--- src/rtl/axis_packet_fifo.sv ---
// ============================================================================
// Module      : axis_packet_fifo
// Description : AXI-Stream store-and-forward packet FIFO. A frame only becomes
//               visible downstream once its tlast beat is stored. Frames that
//               cannot fit in the buffer are discarded. Optional error-frame
//               dropping (s_tuser_i on tlast) is enabled by defining
//               AXIS_PACKET_FIFO_ERROR_DROP_EN.
// Revision    : 1.0 - initial release
// ============================================================================
`default_nettype none

module axis_packet_fifo #(
    parameter int WIDTH = 8,
    parameter int ABITS = 4
) (
    input  logic             aclk,
    input  logic             aresetn,
    input  logic             s_tvalid_i,
    output logic             s_tready_o,
    input  logic             s_tlast_i,
    input  logic             s_tuser_i,
    input  logic [WIDTH-1:0] s_tdata_i,
    output logic             m_tvalid_o,
    input  logic             m_tready_i,
    output logic             m_tlast_o,
    output logic [WIDTH-1:0] m_tdata_o,
    output logic             drop_o,
    output logic [ABITS:0]   level_o
);

    localparam int             c_asize      = 1 << ABITS;
    localparam logic [ABITS:0] c_full_level = {1'b1, {ABITS{1'b0}}};

    typedef enum logic [0:0] {
        ST_RECV    = 1'b0,
        ST_DISCARD = 1'b1
    } state_t;

    state_t         r_state;
    state_t         w_state_nxt;
    logic [ABITS:0] r_wr_ptr;
    logic [ABITS:0] r_cm_ptr;
    logic [ABITS:0] r_rd_ptr;
    logic [ABITS:0] r_level;
    logic           r_drop;
    logic [ABITS:0] w_wr_nxt;
    logic [ABITS:0] w_cm_nxt;
    logic [ABITS:0] w_rd_nxt;
    logic [ABITS:0] w_wr_inc;
    logic           w_drop_nxt;
    logic           w_store;
    logic           w_full;
    logic           w_has_committed;
    logic           w_push;
    logic           w_pop;
    logic           w_frame_err;

    // Each entry holds {tlast, tdata}; contents are never reset.
    logic [WIDTH:0] r_mem [c_asize];

    assign w_full          = (r_wr_ptr - r_rd_ptr) == c_full_level;
    assign w_has_committed = (r_rd_ptr != r_cm_ptr);
    assign s_tready_o      = (r_state == ST_DISCARD) ? 1'b1 : ~w_full;
    assign m_tvalid_o      = w_has_committed;
    assign {m_tlast_o, m_tdata_o} = r_mem[r_rd_ptr[ABITS-1:0]];

    assign w_push   = s_tvalid_i & s_tready_o;
    assign w_pop    = m_tvalid_o & m_tready_i;
    assign w_wr_inc = r_wr_ptr + 1'b1;
    assign w_rd_nxt = w_pop ? (r_rd_ptr + 1'b1) : r_rd_ptr;
    assign w_store  = w_push & (r_state == ST_RECV);

`ifdef AXIS_PACKET_FIFO_ERROR_DROP_EN
    assign w_frame_err = s_tuser_i;
`else
    // Error flag has no effect in this build; the port is kept for compatibility.
    assign w_frame_err = s_tuser_i & 1'b0;
`endif

    assign drop_o  = r_drop;
    assign level_o = r_level;

    // Next-state decode for the write side: commit, rewind and discard decisions.
    always_comb begin
        w_state_nxt = r_state;
        w_wr_nxt    = r_wr_ptr;
        w_cm_nxt    = r_cm_ptr;
        w_drop_nxt  = 1'b0;
        case (r_state)
            ST_RECV: begin
                if (w_full && !w_has_committed) begin
                    // Buffer is entirely one partial frame that can never
                    // complete; give it up rather than stall forever.
                    w_wr_nxt    = r_cm_ptr;
                    w_state_nxt = ST_DISCARD;
                end else if (w_push) begin
                    if (s_tlast_i) begin
                        if (w_frame_err) begin
                            w_wr_nxt   = r_cm_ptr;
                            w_drop_nxt = 1'b1;
                        end else begin
                            w_wr_nxt = w_wr_inc;
                            w_cm_nxt = w_wr_inc;
                        end
                    end else if (((w_wr_inc - r_rd_ptr) == c_full_level) && !w_has_committed) begin
                        // Frame alone fills the buffer: it is oversize.
                        w_wr_nxt    = r_cm_ptr;
                        w_state_nxt = ST_DISCARD;
                    end else begin
                        w_wr_nxt = w_wr_inc;
                    end
                end
            end
            ST_DISCARD: begin
                if (w_push && s_tlast_i) begin
                    w_state_nxt = ST_RECV;
                    w_drop_nxt  = 1'b1;
                end
            end
            default: w_state_nxt = ST_RECV;
        endcase
    end

    // Register FSM state, pointers, drop pulse and fill level.
    always_ff @(posedge aclk) begin
        if (!aresetn) begin
            r_state  <= ST_RECV;
            r_wr_ptr <= '0;
            r_cm_ptr <= '0;
            r_rd_ptr <= '0;
            r_drop   <= 1'b0;
            r_level  <= '0;
        end else begin
            r_state  <= w_state_nxt;
            r_wr_ptr <= w_wr_nxt;
            r_cm_ptr <= w_cm_nxt;
            r_rd_ptr <= w_rd_nxt;
            r_drop   <= w_drop_nxt;
            r_level  <= w_wr_nxt - w_rd_nxt;
        end
    end

    // Storage write port.
    always_ff @(posedge aclk) begin
        if (w_store) begin
            r_mem[r_wr_ptr[ABITS-1:0]] <= {s_tlast_i, s_tdata_i};
        end
    end

endmodule

`default_nettype wire

--- config.mk ---
export PLATFORM = sky130hd
export DESIGN_NAME = axis_packet_fifo
export DESIGN_NICKNAME = d
export VERILOG_FILES = /design/src/rtl/axis_packet_fifo.sv
export SDC_FILE = /design/constraint.sdc
export NUM_CORES = 1
export LEC_CHECK = 0
export BUFFER_PORTS_ARGS = -buffer_cell sky130_fd_sc_hd__buf_2
export CORE_MARGIN = 3
export CORE_UTILIZATION = 40
export DETAILED_ROUTE_END_ITERATION = 16
export SETUP_SLACK_MARGIN = 0.02
export SLEW_MARGIN = 20
export SYNTH_ARGS = -nofsm -noshare
export SYNTH_HDL_FRONTEND = slang
export SYNTH_SLANG_ARGS = --single-unit
--- constraint.sdc ---
create_clock -name aclk -period 4.7 [get_ports aclk]
set_input_delay 0.47 -clock aclk [delete_from_list [all_inputs] [get_ports aclk]]
set_output_delay 0.47 -clock aclk [all_outputs]
set_load 0.05 [all_outputs]
Word level (Yosys, flattened, before mapping)
Memories as Yosys holds them, arrays and structs flattened. A register that Yosys moved wholly into a read port is not among the register bits.
Cells that the tools add are included.

storage, ports and cells
  flip-flop bits (word level) = 22
  bits in writable memories = 144
  bits of input ports = 14
  output and inout bits = 17
  word-level logic and storage cells = 44
  memories = 1

operators by class
  add/subtract/negate cells = 5
  equal/unequal tests = 3
  multiplexer cells = 18
  bitwise operators = 6
  reduce and logical (&&, ||, !) cells = 5

memories
  name   words  width  read ports  clocked after memory_dff  write ports  line  source
  r_mem  16     9      1           1                         1            59    logic [WIDTH:0] r_mem [c_asize];

operator list
  kind                                         count
  2-to-1 mux 5 bit                             6
  subtractor 5 bit                             3
  adder 5 x 1 -> 5 bit, second input constant  2
  equality test 5 bit, second input constant   2
  2-to-1 mux 1 bit                             9
  inequality test 5 bit                        1
  2-to-1 mux 4 bit                             1
  one-hot mux 1 bit (2 select lines)           2
  AND reduction 4 bit                          1
  AND 1 bit                                    3
  logical AND 1 bit                            3
  NOT 1 bit                                    3
  zero test 1 bit                              1

Longest topological paths before layout
Gate-level depths: netlist (run 1).

  depth after elaboration = 10
  gate-level depth with buffers = 19
  depth with buffers taken out = 19

Worst setup path before layout (run 1)
Ideal clock, no wire load.

  path type = flip-flop to flip-flop
  start = register r_rd_ptr[1]
  end = register r_level[4], in the netlist level_o[4]
  setup time = 72 ps
  arrival = 4311 ps
  required time = 4628 ps
  setup slack = 318 ps
  cell stages (with the launch flop) = 19
  buffers on the path = 2
  clock period less this slack = 4382 ps
  path through = dfxtp_1 > buf_1 > clkbuf_1 > inv_1 > ha_1 > nand3b_1 > nand2_1 > mux2_2 > or3_1 > a21boi_2 > mux2_4 > or2_1 > fa_1 > nor2b_1 > o21ai_0 > nand2b_1 > xnor2_1 > or2_2 > mux2i_1

on the way
  cells in the longest elaborated chain, start to end = 9
  elaborated cells between the ends (all ways) = 20
  those cells by class = 4 x add/sub; 3 x eq/ne; 7 x mux; 3 x bitwise; 3 x reduce/logical

ends and longest elaborated chain
  item                                                  line     source
  from (decl)                                           43       logic [ABITS:0] r_rd_ptr;
  from (signal assigned)                                137      r_rd_ptr <= w_rd_nxt;
  subtractor 5 bit (tied with other cells)              105      end else if (((w_wr_inc - r_rd_ptr) == c_full_level) && !w_has_committed) begin
  equality test 5 bit (tied with other cells)           105
  logical AND 1 bit or NOT 1 bit (tied branches)        105, 63
  2-to-1 mux 5 bit or 2-to-1 mux 1 bit (tied branches)  105, 63
  2-to-1 mux 5 bit or AND 1 bit (tied branches)         97, 67
  2-to-1 mux 5 bit                                      96       end else if (w_push) begin
  2-to-1 mux 5 bit                                      91       if (w_full && !w_has_committed) begin
  2-to-1 mux 5 bit                                      89       case (r_state)
  subtractor 5 bit (*)                                  139      r_level <= w_wr_nxt - w_rd_nxt;
  to (signal assigned)                                  139
  to (decl)                                             44       logic [ABITS:0] r_level;

Every way passes the cells marked *; elsewhere a longest branch is shown, timed or not.
A chain may end at the register's enable or synchronous reset.

Worst setup path in the final report (run 1)
  start = register r_wr_ptr[2]
  end = register r_level[4], in the netlist level_o[4]

on the way
  cells in the longest elaborated chain, start to end = 10
  elaborated cells between the ends (all ways) = 16
  those cells by class = 4 x add/sub; 2 x eq/ne; 6 x mux; 2 x bitwise; 2 x reduce/logical

ends and longest elaborated chain
  item                      line  source
  from (decl)               41    logic [ABITS:0] r_wr_ptr;
  from (signal assigned)    135   r_wr_ptr <= w_wr_nxt;
  adder 5 x 1 -> 5 bit (*)  69    assign w_wr_inc = r_wr_ptr + 1'b1;
  via w_wr_inc[3]           49    logic [ABITS:0] w_wr_inc;
  subtractor 5 bit          105
  equality test 5 bit       105
  logical AND 1 bit         105
  2-to-1 mux 5 bit          105
  2-to-1 mux 5 bit (*)      97    if (s_tlast_i) begin
  2-to-1 mux 5 bit (*)      96
  2-to-1 mux 5 bit (*)      91
  2-to-1 mux 5 bit (*)      89
  subtractor 5 bit (*)      139

Mark *: on every way through the listed nets, which the timed path passes. The rest lies on a longest branch.

==> impl_summary.txt, run 1 <==
----------------------------------------------------
[Outcome]
  Outcome ... complete, no violations

[Clock network]
  Clock buffers created by TritonCTS ... 17
  Clk sinks ... 166
  CTS Hold Bufs ... 0
  Later-pin clock latency in the skew report ... 0.42 ns
  TritonCTS clock tree ... built
  H-tree Lvls ... 4
  Largest buffer count on any clock path ... 2
  Reg clk slew, reported paths ... 0.06 ns
  Clk root buf ... sky130_fd_sc_hd__clkbuf_16

[Place]
  Instance area after placement ... 7600 um^2
  Buffers added on ports ... 29
  Post-placement setup slack ... 0.146 ns
  Routability-driven placement congestion ratio ... 0.776
  Hpwl dp ... 9.88 mm

[Finish]
  Final design area excluding fillers ... 8200 um^2
  Commonest non-fill, non-tap cells in the layout ... sky130_fd_sc_hd__edfxtp_1, sky130_fd_sc_hd__mux4_2, sky130_fd_sc_hd__nor2_1, sky130_fd_sc_hd__buf_2, sky130_fd_sc_hd__nand2_1
  Ant diodes ... 0
  Sequential standard cell area ... 4770 um^2
  Area of the multi-input gates ... 2210 um^2
  Ratio of cells with drive above 1 in the final layout ... 0.301
  Layout-stage area growth over the synthesis result ... 16.1%
  Most frequent standard cell in the layout excluding fill and tap cells ... sky130_fd_sc_hd__edfxtp_1
  FILL cells ... 1448
  Layout Nets ... 499

[Logic synthesis]
  Area of the mapped netlist ... 7060 um^2
  #FFs+latches synth ... 166
  Post-Synthesis Net Count ... 442
  Xor and xnor fraction of the mapped netlist area ... 0.0259
  Compound-cell area share of the yosys netlist ... 0.0276
  Post-synth EDFFs ... 144
  Proportion of register bits with asynchronous set or reset after synthesis ... 0
  Largest cells by area after synthesis ... sky130_fd_sc_hd__edfxtp_1, sky130_fd_sc_hd__mux4_2, sky130_fd_sc_hd__dfxtp_1, sky130_fd_sc_hd__ha_1, sky130_fd_sc_hd__nor2_1
  Post-synthesis mux area share ... 0.156
  Sequential share of the synthesized area ... 0.675
  Dominant combinational cell family by area after synthesis ... multiplexers
  Post-synthesis cell type with the largest combined area ... sky130_fd_sc_hd__edfxtp_1
  Post-Syn Area per Cell ... 17.3 um^2
  Post-synthesis cell type count ... 44
  Number of standard cells after synthesis ... 408
  Synth Area in Simple Gates ... 0.0643
  Synth top area share ... 0.612
  Share of synthesized cell area in full adder, half adder and majority cells ... 0.0376
  Count of synthesis-stage warnings from yosys ... 0
  Top_reg_cell synth ... sky130_fd_sc_hd__edfxtp_1

[Setup path]
  Worst path bufs/invs ... 0
  Reg2reg setup slack ... 0.27 ns
  Critical Path Fanout Max ... 12
  Arrival time at the worst endpoint ... 4.77 ns
  Worst path cell trace ... nand3_1 -> xnor2_1 -> ha_1 -> o21a_1 -> or3_4 -> a2111oi_4 -> a21boi_2 -> mux2_4 -> or2_1 -> fa_1 -> nor2b_1 -> o21ai_0 -> nand2b_1 -> xnor2_1 -> or2_2 -> mux2i_1
  Start-to-end type of the worst setup path ... flop to flop
  Cell family contributing the most delay on the critical path ... simple AND/OR/NAND/NOR gates
  CP peak stage delay ... 0.61 ns
  Master of the slowest instance on the critical path ... sky130_fd_sc_hd__dfxtp_1
  Worst Setup End Kind ... flop
  Startpoint kind of the worst setup timing path ... flop
  Most used cell along the critical path ... sky130_fd_sc_hd__xnor2_1
  Worst Path Required ... 5.04 ns

[Global routing]
  Wire length of the first global-routing pass ... 23.5 mm
  Overall routing resource usage ... 0.163
  Antenna violations before repair ... 0
  Via count of the first global-routing pass ... 4002
  GR Overflow Total ... 0
  Largest net degree at the start of global routing ... 34

[STA]
  Final setup margin ... 0.273 ns
  Slew at the pin closest to its max-slew limit ... 0.618 ns
  Layout Skew ... 0.00903 ns
  Final hold violations ... 0
  Share of the clock period used by the worst path ... 0.942
  Minimum period implied by the final worst setup slack ... 4.43 ns
  Setup repair after global routing missed its margin ... no
  Worst hold margin ... 0.331 ns
  Achievable frequency ... 226 MHz
  Setup violators final ... 0
  Headroom to the max-slew limit ... 0.587
  Setup TNS Final ... 0 ns
  Max-slew violation count ... 0

[Routing]
  DR DRC count ... 0
  Wirelength per Cell ... 21.8 um
  Detailed router's first-iteration violation count ... 281
  Routed Wire Length ... 15.2 mm
  Routed vias ... 3838
  DR vias/cell ... 5.50
  Routed Antenna Nets ... 0
  First-pass detailed-route iteration total ... 5

[Floorplanning]
  Starting Density ... 0.417
  Floorplan die height ... 139 um
  Overall die width ... 139 um
  Number of top-level pins ... 31
  Core area ... 16900 um^2
  Die footprint ... 19300 um^2
  Core Rows ... 47

[Pwr]
  Power per cell area ... 442 nW/um^2
  Static Leakage ... 2.76 nW
  Maximum resistive drop on vdd ... 0.305 mV

[Worst hold path]
  Class of the tightest hold or removal check ... input pin to flop

[Run]
  Max cap viols ... 0

----------------------------------------------------
==> cell families after synthesis <==
| logic type | count (synthesis) |
|---|---|
| flops | 166 |
| simple gates | 97 |
| mux | 53 |
| compound gates | 27 |
| buf+inv | 25 |
| xor+xnor | 20 |
| fa+ha+maj | 20 |
==> state kept, by name, summed over array words and instances, names as in the netlist <==
register / cells
level_o: 5
r_cm_ptr: 5
r_rd_ptr: 5
r_wr_ptr: 5
r_state: 1
drop_o: 1
r_mem: 144
==> worst reg2reg max path: cells and delay by family, from the launching register on <==
kind / cells / cell delay [ns]
xor+xnor: 2 / 0.42
mux: 2 / 0.48
flops: 1 / 0.61
compound gates: 4 / 0.76
fa+ha+maj: 2 / 0.80
simple gates: 6 / 1.29
==> report_power, final <==
| part | switching, mW | internal (mW) |
|---|---|---|
| clock | 0.565 | 0.789 |
| sequential | 0.0162 | 1.63 |
| combinational | 0.371 | 0.248 |
| total | 0.953 | 2.67 |
==> timing repair <==
item / CTS / global route
setup buffers: 0 / 1
gates resized for setup: 0 / 5
endpoints found under the setup margin: 0 / 1
hold endpoints to repair: 0 / 0
==> Yosys cell counts, types with 2 or more instances <==
master                     instances
sky130_fd_sc_hd__edfxtp_1        144
sky130_fd_sc_hd__mux4_2           45
sky130_fd_sc_hd__nor2_1           32
sky130_fd_sc_hd__nand2_1          25
sky130_fd_sc_hd__dfxtp_1          22
sky130_fd_sc_hd__ha_1             18
sky130_fd_sc_hd__xnor2_1          13
sky130_fd_sc_hd__a21oi_1          10
sky130_fd_sc_hd__clkbuf_1          9
sky130_fd_sc_hd__inv_1             9
sky130_fd_sc_hd__nor3_1            8
sky130_fd_sc_hd__nand3_1           7
sky130_fd_sc_hd__nand2b_1          6
sky130_fd_sc_hd__o21ai_0           6
sky130_fd_sc_hd__xor2_1            6
sky130_fd_sc_hd__buf_1             4
sky130_fd_sc_hd__mux2i_1           4
sky130_fd_sc_hd__nor2b_1           4
sky130_fd_sc_hd__mux2_2            3
sky130_fd_sc_hd__and2_1            2
sky130_fd_sc_hd__and3_1            2
sky130_fd_sc_hd__buf_2             2
sky130_fd_sc_hd__fa_1              2
sky130_fd_sc_hd__nand3b_1          2
sky130_fd_sc_hd__o211ai_1          2
sky130_fd_sc_hd__o21a_1            2
sky130_fd_sc_hd__or3_1             2
==> through the flow <==
step                total power, mW   util  std cells
floorplan                      2.15      -        408
global placement               2.30  0.449        665
detailed placement             2.31  0.449        665
CTS                            3.66  0.483        697
global route                   3.76  0.484        698
finish                         3.62  0.484        698
==> final cells by class <==
type	instances	area share
tap	220	0.0336
multi-input combinational	217	0.270
inverter	10	0.00458
timing repair buffer	53	0.0397
sequential	166	0.582
clock buffer	19	0.0528
clock inverter	13	0.0177
==> layer usage <==
metal | track usage | share of wire | vias up
met3 | 0.0403 | 0.051 | 16
met5 | 0 | 0 | -
met4 | 0.0448 | 0.015 | 0
met2 | 0.263 | 0.50 | 117
li1 | - | - | 1702
met1 | 0.223 | 0.43 | 2003
==> worst paths after layout <==
| kind | from | end | depth (start not counted) |
|---|---|---|---|
| setup / recovery | r_wr_ptr[2] | level_o[4] | 16 |
| hold / removal | aresetn | r_wr_ptr[0] | 2 |
| setup reg to reg | r_wr_ptr[2] | level_o[4] | 16 |
| hold reg to reg | r_cm_ptr[2] | r_cm_ptr[2] | 2 |
No activity file was read; power rests on OpenSTA's default activity.
==> run 2, diff against run 1 <==
--- a/config.mk
+++ b/config.mk
@@ -7,9 +7,10 @@
 export LEC_CHECK = 0
 export BUFFER_PORTS_ARGS = -buffer_cell sky130_fd_sc_hd__buf_2
 export CORE_MARGIN = 3
-export CORE_UTILIZATION = 40
+export CORE_UTILIZATION = 55
 export DETAILED_ROUTE_END_ITERATION = 16
-export SETUP_SLACK_MARGIN = 0.02
+export PLACE_DENSITY = 0.75
+export SETUP_SLACK_MARGIN = 0.3
 export SLEW_MARGIN = 20
 export SYNTH_ARGS = -nofsm -noshare
 export SYNTH_HDL_FRONTEND = slang
==> run 2 against run 1 <==
Combinational power fell by 0.8%. Wire length is 2.0% lower. Largest power group unchanged. Non-clock buffer count is 4 lower. Sequential power about the same. Power grew 1.4%.
==> impl_summary.txt, run 2 (synthesized netlist as in run 1, its figures left out) <==
----------------------------------------------------
[Outcome]
  Outcome ... complete, no violations

[Global routing]
  Overall routing resource usage ... 0.222 (+0.0589)
  Antenna violations before repair ... 1 (+1)
  Largest net degree at the start of global routing ... 36 (+5.9%)
  Wire length of the first global-routing pass ... 23.0 mm (-2.1%)
  Via count of the first global-routing pass ... 3991 (-0.27%)
  GR Overflow Total ... 0 (unchanged)

[Pwr]
  Fraction of power consumed by the clock network ... 0.382 (+0.008)
  Cell-internal power ... 2.74 mW (+2.7%)
  Maximum resistive drop on vdd ... 0.215 mV (-29%)
  Final Total Pwr ... 3.67 mW (+1.4%)
  Switching component of the power ... 0.930 mW (-2.3%)
  Static Leakage ... 2.78 nW (+0.44%)
  Part of the total power dissipated in sequential elements ... 0.451 (-0.004)
  Combinational cell fraction of total power ... 0.167 (-0.004)
  Power per cell area ... 448 nW/um^2 (+1.3%)
  Switching part of the total ... 0.253 (-0.00964)

[Routing]
  Detailed router's first-iteration violation count ... 357 (+27%)
  Wirelength per Cell ... 23.2 um (+6.5%)
  Routed Antenna Nets ... 0 (unchanged)
  Routed Wire Length ... 14.9 mm (-2.0%)
  Routed vias ... 3876 (+0.99%)
  DR vias/cell ... 6.04 (+9.8%)
  First-pass detailed-route iteration total ... 5 (unchanged)
  DR DRC count ... 0 (unchanged)

[Clock network]
  Later-pin clock latency in the skew report ... 0.43 ns (about the same)
  Clk sinks ... 166 (unchanged)
  H-tree Lvls ... 4 (unchanged)
  TritonCTS clock tree ... built
  Clock buffers created by TritonCTS ... 17 (unchanged)
  CTS Hold Bufs ... 0 (unchanged)
  Clk root buf ... sky130_fd_sc_hd__clkbuf_16
  Largest buffer count on any clock path ... 2 (unchanged)
  Reg clk slew, reported paths ... 0.06 ns (about the same)

[Place]
  Routability-driven placement congestion ratio ... 0.868 (+12%)
  Hpwl dp ... 9.47 mm (-4.2%)
  Buffers added on ports ... 29 (unchanged)

[STA]
  Setup TNS Final ... 0 ns (unchanged)
  Share of the clock period used by the worst path ... 0.867 (-0.0753)
  Final hold violations ... 0 (unchanged)
  Setup repair after global routing missed its margin ... no
  Minimum period implied by the final worst setup slack ... 4.07 ns (-0.354 ns)
  Layout Skew ... 0.00886 ns (-0.000178 ns)
  Headroom to the max-slew limit ... 0.278 (-0.309)
  Slew at the pin closest to its max-slew limit ... 1.08 ns (+0.461 ns)
  Achievable frequency ... 246 MHz (+8.7%)
  Setup violators final ... 0 (unchanged)
  Max-slew violation count ... 0 (unchanged)

[Finish]
  Commonest non-fill, non-tap cells in the layout ... sky130_fd_sc_hd__edfxtp_1, sky130_fd_sc_hd__mux4_2, sky130_fd_sc_hd__nor2_1, sky130_fd_sc_hd__buf_2, sky130_fd_sc_hd__nand2_1
  Max reg flops ... 144 (unchanged)
  Layout Nets ... 495 (-0.80%)
  Ratio of cells with drive above 1 in the final layout ... 0.304 (+0.00254)
  Layout-stage area growth over the synthesis result ... 16.1% (about the same)
  Final core utilization ... 0.669 (+0.185)
  Most frequent standard cell in the layout excluding fill and tap cells ... sky130_fd_sc_hd__edfxtp_1
  Ant diodes ... 0 (unchanged)

[Floorplanning]
  Core area ... 12300 um^2 (-28%)
  Core Rows ... 40 (-15%)
  Overall die width ... 119 um (-14%)
  Floorplan die height ... 119 um (-14%)
  Die footprint ... 14200 um^2 (-26%)
  Starting Density ... 0.576 (+0.159)
  Number of top-level pins ... 31 (unchanged)

[Setup path]
  CP peak stage delay ... 0.42 ns (-0.19 ns)
  Worst Path Required ... 5.05 ns (about the same)
  Worst path cell trace ... inv_1 -> ha_4 -> inv_1 -> fa_1 -> nor2b_1 -> o21a_1 -> o21ai_1 -> a2111oi_4 -> buf_4 -> a21boi_4 -> mux2_4 -> or2_1 -> fa_2 -> nor2b_1 -> o21ai_0 -> nand2b_1 -> xnor2_1 -> or2_2 -> mux2i_1
  Arrival time at the worst endpoint ... 4.43 ns (-0.34 ns)
  Critical Path Fanout Max ... 6 (-6)
  Worst Setup End Kind ... flop
  Start-to-end type of the worst setup path ... flop to flop
  Startpoint kind of the worst setup timing path ... flop
  Master of the slowest instance on the critical path ... sky130_fd_sc_hd__fa_1

[Worst hold path]
  Class of the tightest hold or removal check ... input pin to flop

[Run]
  Max cap viols ... 0 (unchanged)

----------------------------------------------------
## run 2: cell count changes in the layout (fill, tap and decap cells not counted), moves of 2 or more
cell,delta
sky130_fd_sc_hd__ha_4,+3
sky130_fd_sc_hd__dfxtp_4,+3
sky130_fd_sc_hd__dfxtp_2,-2
sky130_fd_sc_hd__clkinv_4,-2
sky130_fd_sc_hd__clkbuf_8,+3
sky130_fd_sc_hd__clkbuf_1,+3
sky130_fd_sc_hd__ha_1,-2
sky130_fd_sc_hd__buf_4,-4
sky130_fd_sc_hd__inv_6,-2
## run 2: layer usage
metal / vias to the layer above / part of all wire / GRT usage
li1: 1699 / - / -
met1: 1984 / 0.41 / 0.308
met2: 155 / 0.49 / 0.336
met3: 36 / 0.074 / 0.0598
met4: 2 / 0.028 / 0.0945
met5: - / 0.0011 / 0
## run 2: cell type report
type                       instances  area (um^2)
tap                              168          210
sequential                       166         4780
multi-input combinational        217         2280
timing repair buffer              49          295
inverter                          10         37.5
clock buffer                      26          510
fill                             810         4060
clock inverter                     6         90.1
## run 2: timing repair
item | 4_1_cts | 5_1_grt
setup endpoints to repair | 1 | 1
gates cloned | 0 | 0
resized for setup | 4 | 14
setup buffers | 0 | 2
pin swaps | 0 | 1
## run 2: power by group through the flow
stage	Combinational, mW	Sequential (mW)	Clock, mW
6_report	0.614	1.66	1.40
5_1_grt	0.663	1.66	1.48
4_1_cts	0.613	1.66	1.42
3_5_place_dp	0.611	1.69	0
3_3_place_gp	0.601	1.69	0
2_1_floorplan	0.428	1.72	0
## run 2: worst paths after layout
path               startpoint     endpoint  slack, ns  cells past startpoint
hold / removal        aresetn      r_state       0.34                      2
setup reg to reg  r_wr_ptr[1]   level_o[4]       0.63                     19
hold reg to reg   r_cm_ptr[2]  r_cm_ptr[2]       0.51                      2
setup / recovery  r_wr_ptr[1]   level_o[4]       0.63                     19
## run 2: through the flow
step | setup WS, ns | cells | cell area [um^2] | hold slack [ns]
after global routing | 0.334 | 642 | 8200 | 0.329
after detailed placement | 0.182 | 608 | 7490 | 0.489
after CTS | 0.322 | 640 | 8110 | 0.324
final | 0.627 | 642 | 8200 | 0.344
after floorplan | 0.318 | 408 | 7060 | 0.462
after global placement | 0.273 | 608 | 7490 | 0.481
## run 2: critical path: cells and delay by family, from the launching register on
| family | cells | cell delay, ns |
|---|---|---|
| buffers and inverters | 3 | 0.34 |
| muxes | 2 | 0.44 |
| and+or+nand+nor | 5 | 0.85 |
| xor gates and xnor gates | 1 | 0.07 |
| AOI/OAI and AO/OA | 5 | 0.78 |
| adders and majority gates | 3 | 1.12 |
| DFF | 1 | 0.40 |
==> run 3, diff against run 2 <==
--- a/config.mk
+++ b/config.mk
@@ -9,7 +9,7 @@
 export CORE_MARGIN = 3
 export CORE_UTILIZATION = 55
 export DETAILED_ROUTE_END_ITERATION = 16
-export PLACE_DENSITY = 0.75
+export PLACE_DENSITY = 0.77
 export SETUP_SLACK_MARGIN = 0.3
 export SLEW_MARGIN = 20
 export SYNTH_ARGS = -nofsm -noshare
==> run 3 against run 2 <==
Fmax down 2.2%. Count of clock-buffer cells in the layout up 2. Sequential share of layout area down 0.40 points. Cell count up 0.47%. First-iteration DRC count up 18%. Clock power about the same. Clock skew about the same. Highest routed layer unchanged.
==> impl_summary.txt, run 3 (synthesized netlist as in run 1, its figures left out) <==
----------------------------------------------------
[Global routing]
  Met1 track demand over resource in global routing ... 0.323 (+0.0152)
  Highest-utilization routing layer at the global route stage ... met2
  Overall routing resource usage ... 0.223 (+0.00107)
  Via count of the first global-routing pass ... 3963 (-0.70%)
  Met3 GRT Util ... 0.0541 (-0.00570)
  Wire length of the first global-routing pass ... 23.1 mm (+0.30%)
  Met2 layer usage reported by global route ... 0.343 (+0.00742)
  Antenna violations before repair ... 1 (unchanged)
  Largest net degree at the start of global routing ... 39 (+8.3%)
  GR Overflow Total ... 0 (unchanged)

[Floorplanning]
  Overall die width ... 119 um (unchanged)
  Starting Density ... 0.576 (unchanged)
  Core Rows ... 40 (unchanged)
  Floorplan die height ... 119 um (unchanged)
  Die footprint ... 14200 um^2 (unchanged)
  Number of top-level pins ... 31 (unchanged)
  Core area ... 12300 um^2 (unchanged)

[Routing]
  Routed vias ... 3824 (-1.3%)
  Routed Wire Length ... 14.8 mm (-0.86%)
  Wirelength per Cell ... 22.9 um (-1.3%)
  First-pass detailed-route iteration total ... 5 (unchanged)
  Routed Antenna Nets ... 0 (unchanged)
  DR DRC count ... 0 (unchanged)
  Detailed router's first-iteration violation count ... 422 (+18%)
  DR vias/cell ... 5.93 (-1.8%)

[Place]
  Hpwl dp ... 9.25 mm (-2.3%)
  Routability-driven placement congestion ratio ... 0.894 (+3.0%)
  Buffers added on ports ... 29 (unchanged)

[Finish]
  Commonest non-fill, non-tap cells in the layout ... sky130_fd_sc_hd__edfxtp_1, sky130_fd_sc_hd__mux4_2, sky130_fd_sc_hd__nor2_1, sky130_fd_sc_hd__buf_2, sky130_fd_sc_hd__nand2_1
  Ant diodes ... 0 (unchanged)
  Layout Nets ... 498 (+0.61%)
  FILL cells ... 794 (-2.0%)
  Max reg flops ... 144 (unchanged)
  Sequential standard cell area ... 4780 um^2 (unchanged)
  Ratio of cells with drive above 1 in the final layout ... 0.323 (+0.0191)
  Most frequent standard cell in the layout excluding fill and tap cells ... sky130_fd_sc_hd__edfxtp_1
  Area of the multi-input gates ... 2290 um^2 (+0.55%)
  Layout-stage area growth over the synthesis result ... 16.9%

[Pwr]
  Power per cell area ... 444 nW/um^2 (-0.91%)
  Maximum resistive drop on vdd ... 0.195 mV (-9.2%)
  Static Leakage ... 2.81 nW (+1.1%)
  Final Total Pwr ... 3.67 mW (-0.23%)

[STA]
  Final hold violations ... 0 (unchanged)
  Max-slew violation count ... 0 (unchanged)
  Layout Skew ... 0.00899 ns (+0.000135 ns)
  Achievable frequency ... 240 MHz (-2.2%)
  Minimum period implied by the final worst setup slack ... 4.17 ns (+0.0937 ns)
  Headroom to the max-slew limit ... 0.251 (-0.0268)
  Setup TNS Final ... 0 ns (unchanged)
  Setup violators final ... 0 (unchanged)
  Worst hold margin ... 0.328 ns (-0.0153 ns)
  Setup repair after global routing missed its margin ... no
  Slew at the pin closest to its max-slew limit ... 1.12 ns (+0.0400 ns)
  Share of the clock period used by the worst path ... 0.887 (+0.0199)

[Setup path]
  CP peak stage delay ... 0.43 ns (about the same)
  Master of the slowest instance on the critical path ... sky130_fd_sc_hd__a2111oi_4
  Critical Path Fanout Max ... 5 (-1)
  Cell family contributing the most delay on the critical path ... simple AND/OR/NAND/NOR gates
  Most used cell along the critical path ... sky130_fd_sc_hd__nor2b_1
  Worst Setup End Kind ... flop
  Worst path bufs/invs ... 2 (-1)
  Startpoint kind of the worst setup timing path ... flop
  Worst Path Required ... 5.06 ns (about the same)
  Start-to-end type of the worst setup path ... flop to flop
  Arrival time at the worst endpoint ... 4.52 ns (+0.09 ns)
  Worst path cell trace ... clkinvlp_4 -> ha_4 -> inv_1 -> fa_1 -> nor2b_1 -> o21a_1 -> or3_4 -> a2111oi_4 -> a21boi_4 -> mux2_4 -> or2_1 -> fa_2 -> nor2b_1 -> o21ai_0 -> nand2b_1 -> xnor2_1 -> or2_2 -> mux2i_1

[Clock network]
  Clk sinks ... 166 (unchanged)
  TritonCTS clock tree ... built
  Clk root buf ... sky130_fd_sc_hd__clkbuf_16
  H-tree Lvls ... 4 (unchanged)
  Clock buffers created by TritonCTS ... 17 (unchanged)
  Largest buffer count on any clock path ... 2 (unchanged)
  Reg clk slew, reported paths ... 0.06 ns (about the same)
  Later-pin clock latency in the skew report ... 0.42 ns (about the same)

[Worst hold path]
  Class of the tightest hold or removal check ... input pin to flop

[Run]
  Max cap viols ... 0 (unchanged)

[Outcome]
  Outcome ... complete, no violations

----------------------------------------------------
run 3: changes by cell type in the layout (fill, tap and decap cells not counted), moves of 2 or more:
cell,previous run,this run
sky130_fd_sc_hd__clkbuf_16,18,21
sky130_fd_sc_hd__nor2_1,32,29
sky130_fd_sc_hd__bufinv_16,2,0
sky130_fd_sc_hd__clkbuf_1,5,2
sky130_fd_sc_hd__nor2_2,0,3
sky130_fd_sc_hd__buf_4,20,23
run 3: metrics by stage:
stage | util | cell area [um^2] | setup slack, ns | cells
floorplan | - | 7060 | 0.318 | 408
global placement | 0.611 | 7490 | 0.303 | 608
detailed placement | 0.611 | 7490 | 0.172 | 608
CTS | 0.665 | 8150 | 0.329 | 641
global route | 0.673 | 8260 | 0.289 | 645
finish | 0.673 | 8260 | 0.533 | 645
run 3: what timing repair did:
item	CTS	global route
pin swaps	1	2
hold buffers	0	0
endpoints found under the setup margin	1	1
buffers inserted	1	4
gates resized for setup	5	14
run 3: layer usage:
layer,up-vias,wire (um)
met2,124,7450
met5,-,15
li1,1707,-
met1,1967,6330
met4,2,217
met3,24,760
run 3: power breakdown:
part / switching, mW / internal [mW] / total [mW]
Sequential: 0.0162 / 1.63 / 1.65
Combinational: 0.365 / 0.253 / 0.618
Clock: 0.535 / 0.862 / 1.40
Total: 0.917 / 2.75 / 3.67
run 3: path summary, 6_finish.rpt:
path	slack, ns	start	to	depth (start not counted)
setup / recovery	0.53	r_wr_ptr[0]	level_o[4]	18
hold / removal	0.33	aresetn	r_wr_ptr[0]	2
setup reg to reg	0.53	r_wr_ptr[0]	level_o[4]	18
hold reg to reg	0.50	r_cm_ptr[3]	r_cm_ptr[3]	2
run 3: cell type report:
cell class,instances,share of cell area
Inverter,10,0.00500
Tap cell,168,0.0255
Clock inverter,4,0.00303
Timing Repair Buffer,52,0.0385
Sequential cell,166,0.579
Multi-Input combinational cell,217,0.277
Clock buffer,28,0.0718
